File: src/rtl/pwm_pkg.sv
// Shared register map and CTRL bit positions for the PWM bus slave.
package pwm_pkg;

  localparam logic [1:0] REG_CTRL   = 2'd0;
  localparam logic [1:0] REG_PERIOD = 2'd1;
  localparam logic [1:0] REG_DUTY   = 2'd2;
  localparam logic [1:0] REG_CNT    = 2'd3;

  localparam int CTRL_EN   = 0;
  localparam int CTRL_PEND = 1;

endpackage

File: src/rtl/pwm_slave_if.sv
// Configuration bus between the sequencer (master) and the PWM peripheral (slave).
// cs qualifies wr/rd; a write lands on the clock edge, read data is valid the cycle after rd.
interface pwm_slave_if;
  logic        cs;
  logic        wr;
  logic        rd;
  logic [31:0] adr;
  logic [31:0] d_in;
  logic [31:0] d_out;

  modport master (output cs, output wr, output rd, output adr, output d_in, input d_out);
  modport slave  (input cs, input wr, input rd, input adr, input d_in, output d_out);
endinterface

File: src/rtl/pwm_core.sv
// Free-running period counter with active period/duty registers reloaded at each wrap.
module pwm_core #(
  parameter int CNT_W = 32
) (
  input  logic             clk,
  input  logic             rst_n,
  input  logic             i_en,
  input  logic [CNT_W-1:0] i_period_sh,
  input  logic [CNT_W-1:0] i_duty_sh,
  output logic [CNT_W-1:0] o_cnt,
  output logic             o_pwm,
  output logic             o_period_tick,
  output logic             o_load
);

  logic [CNT_W-1:0] r_cnt;
  logic [CNT_W-1:0] r_period_act;
  logic [CNT_W-1:0] r_duty_act;
  logic             r_pwm;
  logic             r_tick;
  logic             w_wrap;

  // Periods of 0 and 1 wrap every cycle; guard avoids the period-1 underflow at 0.
  always_comb begin
    w_wrap = (r_period_act < CNT_W'(2)) || (r_cnt >= (r_period_act - CNT_W'(1)));
  end

  assign o_load = !i_en || w_wrap;

  always_ff @(posedge clk or negedge rst_n) begin
    if (!rst_n) begin
      r_cnt        <= '0;
      r_period_act <= '0;
      r_duty_act   <= '0;
      r_pwm        <= 1'b0;
      r_tick       <= 1'b0;
    end else if (!i_en) begin
      r_cnt        <= '0;
      r_period_act <= i_period_sh;
      r_duty_act   <= i_duty_sh;
      r_pwm        <= 1'b0;
      r_tick       <= 1'b0;
    end else begin
      r_pwm <= (r_cnt < r_duty_act);
      if (w_wrap) begin
        r_cnt        <= '0;
        r_period_act <= i_period_sh;
        r_duty_act   <= i_duty_sh;
        r_tick       <= 1'b1;
      end else begin
        r_cnt  <= r_cnt + CNT_W'(1);
        r_tick <= 1'b0;
      end
    end
  end

  assign o_cnt         = r_cnt;
  assign o_pwm         = r_pwm;
  assign o_period_tick = r_tick;

endmodule

File: src/rtl/pwm_slave.sv
// PWM bus slave: register decode, period/duty shadows, pending flag and registered readback.
module pwm_slave
  import pwm_pkg::*;
#(
  parameter int CNT_W = 32
) (
  input  logic         clk,
  input  logic         rst_n,
  pwm_slave_if.slave   bus,
  output logic         pwm,
  output logic         period_tick
);

  logic             r_en;
  logic [CNT_W-1:0] r_period_sh;
  logic [CNT_W-1:0] r_duty_sh;
  logic             r_pending;
  logic [31:0]      r_dout;

  logic             w_wr;
  logic             w_rd;
  logic [1:0]       w_idx;
  logic [CNT_W-1:0] w_cnt;
  logic             w_load;
  logic [31:0]      w_rdata;
  logic             w_unused_adr;

  assign w_wr  = bus.cs && bus.wr;
  assign w_rd  = bus.cs && bus.rd && !bus.wr;
  assign w_idx = bus.adr[3:2];

  assign w_unused_adr = ^{bus.adr[31:4], bus.adr[1:0]};

  if (CNT_W < 32) begin : g_narrow
    logic w_unused_din;
    assign w_unused_din = ^bus.d_in[31:CNT_W];
  end

  always_ff @(posedge clk or negedge rst_n) begin
    if (!rst_n) begin
      r_en        <= 1'b0;
      r_period_sh <= '0;
      r_duty_sh   <= '0;
    end else if (w_wr) begin
      case (w_idx)
        REG_CTRL:   r_en        <= bus.d_in[CTRL_EN];
        REG_PERIOD: r_period_sh <= bus.d_in[CNT_W-1:0];
        REG_DUTY:   r_duty_sh   <= bus.d_in[CNT_W-1:0];
        default:    ;
      endcase
    end
  end

  // A shadow write on the same edge as a load wins, so the new value stays pending.
  always_ff @(posedge clk or negedge rst_n) begin
    if (!rst_n) begin
      r_pending <= 1'b0;
    end else if (w_wr && (w_idx == REG_PERIOD || w_idx == REG_DUTY)) begin
      r_pending <= 1'b1;
    end else if (w_load) begin
      r_pending <= 1'b0;
    end
  end

  always_comb begin
    w_rdata = '0;
    case (w_idx)
      REG_CTRL: begin
        w_rdata[CTRL_EN]   = r_en;
        w_rdata[CTRL_PEND] = r_pending;
      end
      REG_PERIOD: w_rdata = 32'(r_period_sh);
      REG_DUTY:   w_rdata = 32'(r_duty_sh);
      default:    w_rdata = 32'(w_cnt);
    endcase
  end

  always_ff @(posedge clk or negedge rst_n) begin
    if (!rst_n) begin
      r_dout <= '0;
    end else if (w_rd) begin
      r_dout <= w_rdata;
    end
  end

  assign bus.d_out = r_dout;

  pwm_core #(.CNT_W(CNT_W)) u_core (
    .clk           (clk),
    .rst_n         (rst_n),
    .i_en          (r_en),
    .i_period_sh   (r_period_sh),
    .i_duty_sh     (r_duty_sh),
    .o_cnt         (w_cnt),
    .o_pwm         (pwm),
    .o_period_tick (period_tick),
    .o_load        (w_load)
  );

endmodule

File: src/flat_wrapper.sv
// flat-port wrapper written by rule: the top's interface ports become plain ports
module pwm_slave_flat import pwm_pkg::*;
#(
  parameter int CNT_W = 32
)
  (clk, rst_n, pwm, period_tick, bus_cs, bus_wr, bus_rd, bus_adr, bus_d_in, bus_d_out);
  pwm_slave_if bus_i ();
  input  logic clk;
  input  logic rst_n;
  output logic pwm;
  output logic period_tick;
  input wire logic [$bits(bus_i.cs)-1:0] bus_cs;
  input wire logic [$bits(bus_i.wr)-1:0] bus_wr;
  input wire logic [$bits(bus_i.rd)-1:0] bus_rd;
  input wire logic [$bits(bus_i.adr)-1:0] bus_adr;
  input wire logic [$bits(bus_i.d_in)-1:0] bus_d_in;
  output wire logic [$bits(bus_i.d_out)-1:0] bus_d_out;
  assign bus_i.cs = bus_cs;
  assign bus_i.wr = bus_wr;
  assign bus_i.rd = bus_rd;
  assign bus_i.adr = bus_adr;
  assign bus_i.d_in = bus_d_in;
  assign bus_d_out = bus_i.d_out;
  pwm_slave #(.CNT_W(CNT_W)) u_core (.clk(clk), .rst_n(rst_n), .bus(bus_i), .pwm(pwm), .period_tick(period_tick));
endmodule
File: config.mk
export PLATFORM = sky130hd
export DESIGN_NAME = pwm_slave_flat
export DESIGN_NICKNAME = d
export VERILOG_FILES = /design/src/rtl/pwm_pkg.sv /design/src/rtl/pwm_slave_if.sv /design/src/rtl/pwm_core.sv /design/src/rtl/pwm_slave.sv /design/src/flat_wrapper.sv
export SDC_FILE = /design/constraint.sdc
export NUM_CORES = 1
export LEC_CHECK = 0
export CAP_MARGIN = 5
export CORE_MARGIN = 1.5
export CORE_UTILIZATION = 24
export DETAILED_ROUTE_END_ITERATION = 8
export GPL_ROUTABILITY_DRIVEN = 0
export PLACE_DENSITY_LB_ADDON = 0.2
export SLEW_MARGIN = 5
export SYNTH_ARGS = -nofsm -noshare
export SYNTH_HDL_FRONTEND = slang
export SYNTH_SLANG_ARGS = --single-unit
File: constraint.sdc
create_clock -name clk -period 6.42 [get_ports clk]
set_clock_uncertainty 0.1 [all_clocks]
set_input_delay 0.963 -clock clk [delete_from_list [all_inputs] [get_ports clk]]
set_output_delay 0.963 -clock clk [all_outputs]
set_load 0.005 [all_outputs]
# [Yosys cells after proc, flatten, opt, wreduce, memory -nomap -nowiden]
# Index checks and enable logic that the tools add are counted.
[classes] n_mux=13 div=0 n_mul=0 n_shift=0 magnitude_cmp=3 n_bitwise=0 n_reduce_logical=14 n_eq_ne=3 n_addsub=2
[op_table] cell="32-bit two-way mux" count=6
[op_table] cell="30-bit case mux with 3 select lines" count=1
[op_table] cell="32-bit by 1-bit adder with 32-bit output (second input constant)" count=1
[op_table] cell="32-bit greater-or-equal comparator" count=1
[op_table] cell="32-bit by 2-bit less-than comparator with 1-bit output (second input constant)" count=1
[op_table] cell="32-bit less-than comparator" count=1
[op_table] cell="32-bit by 1-bit subtractor with 32-bit output (second input constant)" count=1
[op_table] cell="2-bit case mux with 3 select lines" count=1
[op_table] cell="2-bit AND reduction" count=3
[op_table] cell="1-bit two-way mux" count=5
[op_table] cell="1-bit logical AND" count=4
[op_table] cell="1-bit logical OR" count=3
[op_table] cell="2-bit by 1-bit equality test with 1-bit output (second input constant)" count=1
[op_table] cell="2-bit equality test (second input constant)" count=1
[op_table] cell="1-bit logical NOT" count=2
[op_table] cell="2-bit logical NOT" count=1
[op_table] cell="2-bit != test (second input constant)" count=1
[op_table] cell="2-bit nonzero test" count=1
[word_totals] ramBits=0 out_inout_bits=34 rom_bits=0 elab_cells=45 n_memories=0 latch_bits=0 reg_bits=196

# [Longest topological paths before layout]
# Gate-level depths: netlist (run 1).
[depth] word_depth=6 depth_mapped=18

# [Modules after synthesis]
# A second synthesis (run 1) with hierarchy kept.
[hier_totals] hier_cells=906 hier_area_um2=10357.4
[modules_own_cells] module="pwm_core" area_per_inst_um2=6093.3 seq_area_each_um2=2452.4 cells_per_inst=570 instances=1
[modules_own_cells] module="pwm_slave" area_per_inst_um2=4264.1 seq_area_each_um2=2452.4 cells_per_inst=336 instances=1

# [Least setup slack after synthesis (run 1)]
# No wires, ideal clock.
[synth_path] kind="flip-flop to flip-flop" from="reg u_core.u_core.r_period_act[10]" to="reg u_core.u_core.r_duty_act[0]" arrival_time_ns=4.553 path_buffers=3 path_stages_with_launch=16 required_ns=6.195 period_less_slack_ns=4.778 slack_ns=1.642 cell_sequence="dfrtp_1 -> or4_1 -> nand4bb_1 -> or4_1 -> or3_1 -> xor2_1 -> ha_1 -> a21o_1 -> a21o_1 -> a221o_1 -> or4_1 -> buf_4 -> nor3_2 -> buf_6 -> buf_6 -> mux2_4"
[synth_between] elab_chain_len=4 elab_cells_between_ends=5 classes_between="1 x add/sub; 2 x order compare; 1 x eq/ne; 1 x reduce/logical"
[synth_rtl] element="start: declaration" line="pwm_core.sv:17" rtl="logic [CNT_W-1:0] r_period_act;"
[synth_rtl] element="start signal: assignment" line="pwm_core.sv:39" rtl="r_period_act <= i_period_sh;"
[synth_rtl] element="start signal: assignment" line="pwm_core.sv:47" rtl="r_period_act <= i_period_sh;"
[synth_rtl] element="32-bit by 1-bit subtractor with 32-bit output" line="pwm_core.sv:25" rtl="w_wrap = (r_period_act < CNT_W'(2)) || (r_cnt >= (r_period_act - CNT_W'(1)));"
[synth_rtl] element="32-bit greater-or-equal comparator" line="pwm_core.sv:25"
[synth_rtl] element="1-bit logical OR *" line="pwm_core.sv:25"
[synth_rtl] element="2-bit != test (no line) *"
[synth_rtl] element="end signal: assignment" line="pwm_core.sv:40" rtl="r_duty_act <= i_duty_sh;"
[synth_rtl] element="end signal: assignment" line="pwm_core.sv:48" rtl="r_duty_act <= i_duty_sh;"
[synth_rtl] element="end: declaration" line="pwm_core.sv:18" rtl="logic [CNT_W-1:0] r_duty_act;"
# Every way passes the cells marked *; elsewhere a longest branch is shown, timed or not.
# A chain may end at the register's enable or synchronous reset.

# [Worst setup path in the final report (run 1)]
[layout_path] from="reg u_core.u_core.r_period_act[2]" to="reg u_core.u_core.r_duty_act[8]"
# Same word-level chain as after synthesis.

==> impl_metrics.ini, run 1 <==
[yosys]
async_flop_share_pct = 100
syn_area_um2 = 10500
synth_cells = 936
syn_avg_cell_area_um2 = 11.2
yosysSeqAreaShare_pct = 46.7
yosys.area.top_type_share_pct = 46.7
yosysTopAreaCell = dfrtp_1
ys_ff_latch = 196
synth_edf_count = 0
synthTopCellsByArea = dfrtp_1, mux2_4, ha_1
synth.distinct_cells = 50
synth_fp_nets = 1074
ys.flop_type = dfrtp_1
yosys_warnings = 0

[power_and_ir_drop]
powerDensity_nw_per_um2 = 315
irDropWorstVdd_uv = 130
p_total_mw = 3.92
p_leak_nw = 5.51

[place]
numPortBuffers = 72
dp_hpwl_mm = 18.0
placed_cell_area_um2 = 11900

[grt]
grt-busiest-layer = met2
gr-usage-met2_pct = 19.8
grt_first_pass_wirelength_mm = 42.4
overflow = 0
grt_usage_pct = 12.3
grt_pass1_vias = 7217
gr-usage-met1_pct = 17.0
use_met3_pct = 2.17
grt_start_max_net_pins = 80
antenna_found_initial = 0

[timing]
final-setup-viol-count = 0
fin_crit_sh_pct = 84.8
rsz0062_at_grt = no
relSlewSlack_pct = 27.8
period_minus_slack_ns = 5.44
tightest_slew_ns = 1.08
hold_viol_final = 0
fmax_mhz = 184
drv_slew = 0
final.setup.tns_ns = 0

[clocking]
cts_max_level = 4
clockBufferDepth = 2
cts_tree = built
worstSkewPairLatency_ns = 0.44
cts.sinks = 196
cts.clk_slew.worst_paths_ns = 0.07
cts_root_buffer = clkbuf_16
cts_hold_buf = 0
cts_resized = 0
cts_setup_buffers = 0
cts_made_buffers = 17

[cells_and_area]
layout_commonest_cell = dfrtp_1
antenna_cells = 0
area_growth_pct = 18.5
layout_common_cells = dfrtp_1, clkdlybuf4s50_1, ha_1
final_nets = 1135
drive_above_1_share_pct = 17.3
final_cell_area_um2 = 12400

[critical_path]
ff2ff_setup_slack_ns = 0.98
cp_max_fo = 53
path_class = reg -> reg
cp.required_ns = 6.64
start_kind = flop
crit_path_end = u_core.u_core.r_duty_act[8]
reg2reg_to = u_core.u_core.r_duty_act[8]
rr_startpoint = u_core.u_core.r_period_act[2]
cp_data_arrival_time_ns = 5.67
ff2ff_path_depth = 15
cp-startpoint = u_core.u_core.r_period_act[2]
endpoint_kind = flop

[flow_run]
cap_violations = 0

[detailed_routing]
vias = 7017
drt_iter0_drc = 291
post_drt_wl_per_cell_um = 16.4
antenna_left = 0
viasPerCell = 4.40
dr.pass1.iters = 4
post-route-drc-count = 0
routed_wl_mm = 26.2

[floorplan]
fp.dieH_um = 212
die_area_um2 = 45100
row_count = 76
ios = 103
initial_core_util_pct = 24.3
die_w_um = 212
core_um2 = 43200

[worst_hold_path]
min_path_type = reg -> reg
whs_path_depth = 2

[status]
status = completed
## worst min-delay path by stage
stage                                       startpoint                           end
after global routing      u_core.u_core.r_duty_act[29]  u_core.u_core.r_duty_act[29]
after detailed placement          u_core.bus.d_out[20]          u_core.bus.d_out[20]
after global placement            u_core.bus.d_out[18]          u_core.bus.d_out[18]
final                             u_core.bus.d_out[20]          u_core.bus.d_out[20]
after CTS                         u_core.bus.d_out[20]          u_core.bus.d_out[20]
after floorplan           u_core.u_core.r_duty_act[26]  u_core.u_core.r_duty_act[26]
## where the power goes
group	internal [mW]	switching [mW]	total, mW	leakage [nW]
combinational	0.613	0.444	1.06	2.78
clock	0.544	0.508	1.05	0.263
sequential	1.53	0.280	1.81	2.46
## worst max-delay path, stage by stage (launching register included)
cell     delay (ns)
dfrtp_1        0.45
nor4_1         0.52
nand2_1        0.24
or4_1          0.69
nor3_1         0.51
nand2_1        0.13
xor2_1         0.17
ha_1           0.29
nand4_1        0.17
nor3_1         0.09
a221o_1        0.29
or4_1          0.40
buf_4          0.22
nor3_4         0.29
buf_12         0.38
mux2_4         0.34
## flip-flops by register name (all words and copies together) (netlist names), 32 cells and up
name                        cells
u_core.bus.d_out               32
u_core.u_core.o_cnt            32
u_core.u_core.r_duty_act       32
u_core.r_duty_sh               32
u_core.u_core.r_period_act     32
u_core.r_period_sh             32
## cells in the mapped netlist, types with 11 or more instances
| cell | n |
|---|---|
| mux2_2 | 65 |
| mux2_4 | 60 |
| ha_1 | 69 |
| nand4_1 | 18 |
| nor2_1 | 61 |
| nand2_1 | 59 |
| dfrtp_1 | 196 |
| clkbuf_1 | 27 |
| a22oi_1 | 30 |
| o21ai_0 | 41 |
| xor2_1 | 31 |
| inv_1 | 41 |
| nor4_1 | 27 |
| nor3_1 | 11 |
| and2_1 | 17 |
| nand3_1 | 16 |
| a21oi_1 | 49 |
| xnor2_1 | 28 |
| a21o_1 | 14 |
## cell type report
class / count / area (um^2)
Fill cell: 4564 / 30700
Multi-Input combinational cell: 655 / 5250
Sequential cell: 196 / 4900
Timing Repair Buffer: 85 / 847
Tap cell: 585 / 732
Clock buffer: 20 / 437
Inverter: 42 / 158
Clock inverter: 12 / 123
## metal layers
layer,wire length (um),up-vias
met4,270,0
met1,12900,3465
li1,-,3462
met2,12300,74
met5,0,-
met3,727,16
## through the flow
step	hold WS, ns	utilization [%]	cells	worst slack (ns)
2_1_floorplan	0.364	-	936	1.64
3_3_place_gp	0.367	27.5	1563	1.05
3_5_place_dp	0.372	27.5	1563	1.01
4_1_cts	0.389	28.8	1595	0.963
5_1_grt	0.416	28.8	1595	0.750
6_report	0.376	28.8	1595	0.976
## cells by family (layout without fill, tap and decap cells)
kind of cell,Yosys count,count (layout),synth area share [%]
AO/OA/AOI/OAI,153,153,8.96
multiplexers,129,129,16.0
adder cells (fa/ha/maj),69,69,8.21
buffers and inverters,85,159,3.57
flip-flops,196,196,46.7
AND/OR/NAND/NOR,245,245,11.7
XOR/XNOR,59,59,4.92
Power figures use the tool's default switching activity.
==> run 2: changes to the inputs <==
==> constraint.sdc (replaced) <==
create_clock -name clk -period 4.5 [get_ports clk]
set_clock_uncertainty 0.1 [all_clocks]
set_input_delay 0.675 -clock clk [delete_from_list [all_inputs] [get_ports clk]]
set_output_delay 0.675 -clock clk [all_outputs]
set_load 0.005 [all_outputs]
==> impl_metrics.ini, run 2 (synthesis gave the netlist of run 1 again) <==
[status]
status = finished, violations left
violations = negative setup slack

[clocking]
worstSkewPairLatency_ns = 0.45
cts.clk_slew.worst_paths_ns = 0.07
cts.sinks = 196
cts_root_buffer = clkbuf_16
cts_tree = built
cts_hold_buf = 0
cts_made_buffers = 17
clockBufferDepth = 2
cts_max_level = 4

[timing]
setup_slack_ns = -0.187
tightest_slew_ns = 0.955
final-setup-viol-count = 66
period_minus_slack_ns = 4.69
fin_crit_sh_pct = 104
rsz0062_at_grt = yes
hold_viol_final = 0
fmax_mhz = 213
relSlewSlack_pct = 36.3
drv_slew = 0

[cells_and_area]
final_nets = 1193
layout_common_cells = dfrtp_1, clkdlybuf4s50_1, ha_1
layout_commonest_cell = dfrtp_1
final_cell_area_um2 = 13100
drive_above_1_share_pct = 22.7
utilization_pct = 30.4
area_growth_pct = 24.7
antenna_cells = 0

[floorplan]
die_area_um2 = 45100
fp.dieH_um = 212
core_um2 = 43200
row_count = 76
die_w_um = 212
ios = 103
initial_core_util_pct = 24.3

[power_and_ir_drop]
switching_share_pct = 31.0
p_int_mw = 4.11
seqPwrFrac_pct = 42.2
p_leak_nw = 5.87
powerDensity_nw_per_um2 = 454
pwr-share-clk_pct = 26.0
combPwrFrac_pct = 31.8
irDropWorstVdd_uv = 225
switchingPower_mw = 1.85

[place]
placed_cell_area_um2 = 12400
preCtsSetupSlack_ns = -0.246
numPortBuffers = 72
dp_hpwl_mm = 19.3

[grt]
grt_first_pass_wirelength_mm = 45.1
grt_usage_pct = 13.1
antenna_found_initial = 0
overflow = 0
grt_start_max_net_pins = 107
grt_pass1_vias = 7721

[detailed_routing]
dr.pass1.iters = 5
top_layer = met4
viasPerCell = 4.45
routed_wl_mm = 28.0
wl_met3_um = 750
drt_iter0_drc = 347
post-route-drc-count = 0
antenna_left = 0
post_drt_wl_per_cell_um = 16.9
drt-met1-wl_mm = 14.2
route.met2.wl_mm = 12.7
vias = 7352

[critical_path]
cp.required_ns = 4.73
start_kind = flop
path_class = reg -> reg
cp_data_arrival_time_ns = 4.92
endpoint_kind = flop
cp_max_fo = 10

[flow_run]
cap_violations = 0

[worst_hold_path]
min_path_type = in -> async
run 2: routing by layer:
layer	GRT usage (%)	vias up
li1	-	3584
met1	18.5	3651
met2	20.4	99
met3	2.17	18
met4	3.69	0
met5	0	-
run 2: per-stage QoR:
step | std cells | setup TNS [ns] | hold slack [ns] | total power [mW]
floorplan | 936 | -6.81 | 0.279 | 3.65
global placement | 1616 | -13.51 | 0.361 | 4.36
detailed placement | 1616 | -13.66 | 0.370 | 4.39
CTS | 1650 | -11.98 | 0.295 | 6.01
global route | 1653 | -22.44 | 0.322 | 6.36
finish | 1653 | -10.24 | 0.218 | 5.96
run 2: layout make-up:
type / count / area [um^2]
Inverter: 42 / 158
Timing Repair Buffer: 143 / 1420
Clock inverter: 11 / 126
Fill cell: 4461 / 30100
Tap cell: 585 / 732
Clock buffer: 21 / 440
Multi-Input combinational cell: 655 / 5330
Sequential cell: 196 / 4900
run 2: power by group through the flow:
stage,clock network [mW],registers (mW),logic (mW)
global route,1.67,2.57,2.12
finish,1.55,2.51,1.89
detailed placement,0,2.54,1.85
CTS,1.61,2.51,1.89
floorplan,0,2.48,1.17
global placement,0,2.54,1.82
run 2: timing repair:
item,4_1_cts,5_1_grt
cloned,1,2
pin swaps,2,0
setup endpoints to repair,79,84
gates resized for setup,8,3
buffers inserted,1,1
run 2: critical path, stage by stage, from the launching register on:
cell and delay (ns):
dfrtp_1 0.38, or4_4 0.55, nand4bb_4 0.26, or4_4 0.44
or3_4 0.39, xor2_1 0.15, ha_1 0.29, a21o_1 0.18
a21o_1 0.17, a221o_1 0.34, or4_4 0.44, nor3_4 0.16
buf_6 0.22, clkbuf_16 0.21, mux2_4 0.30
run 2: path summary, 6_finish.rpt:
kind                                                 from                      endpoint  slack, ns  cells past startpoint
hold reg to reg                      u_core.bus.d_out[27]          u_core.bus.d_out[27]       0.38                      2
min in group clk                     u_core.bus.d_out[27]          u_core.bus.d_out[27]       0.38                      2
max in group asynchronous                           rst_n  u_core.u_core.r_duty_act[15]       3.09                      2
setup / recovery           u_core.u_core.r_period_act[10]   u_core.u_core.r_duty_act[1]      -0.19                     14
hold / removal                                      rst_n           u_core.bus.d_out[0]       0.22                      1
setup reg to reg           u_core.u_core.r_period_act[10]   u_core.u_core.r_duty_act[1]      -0.19                     14
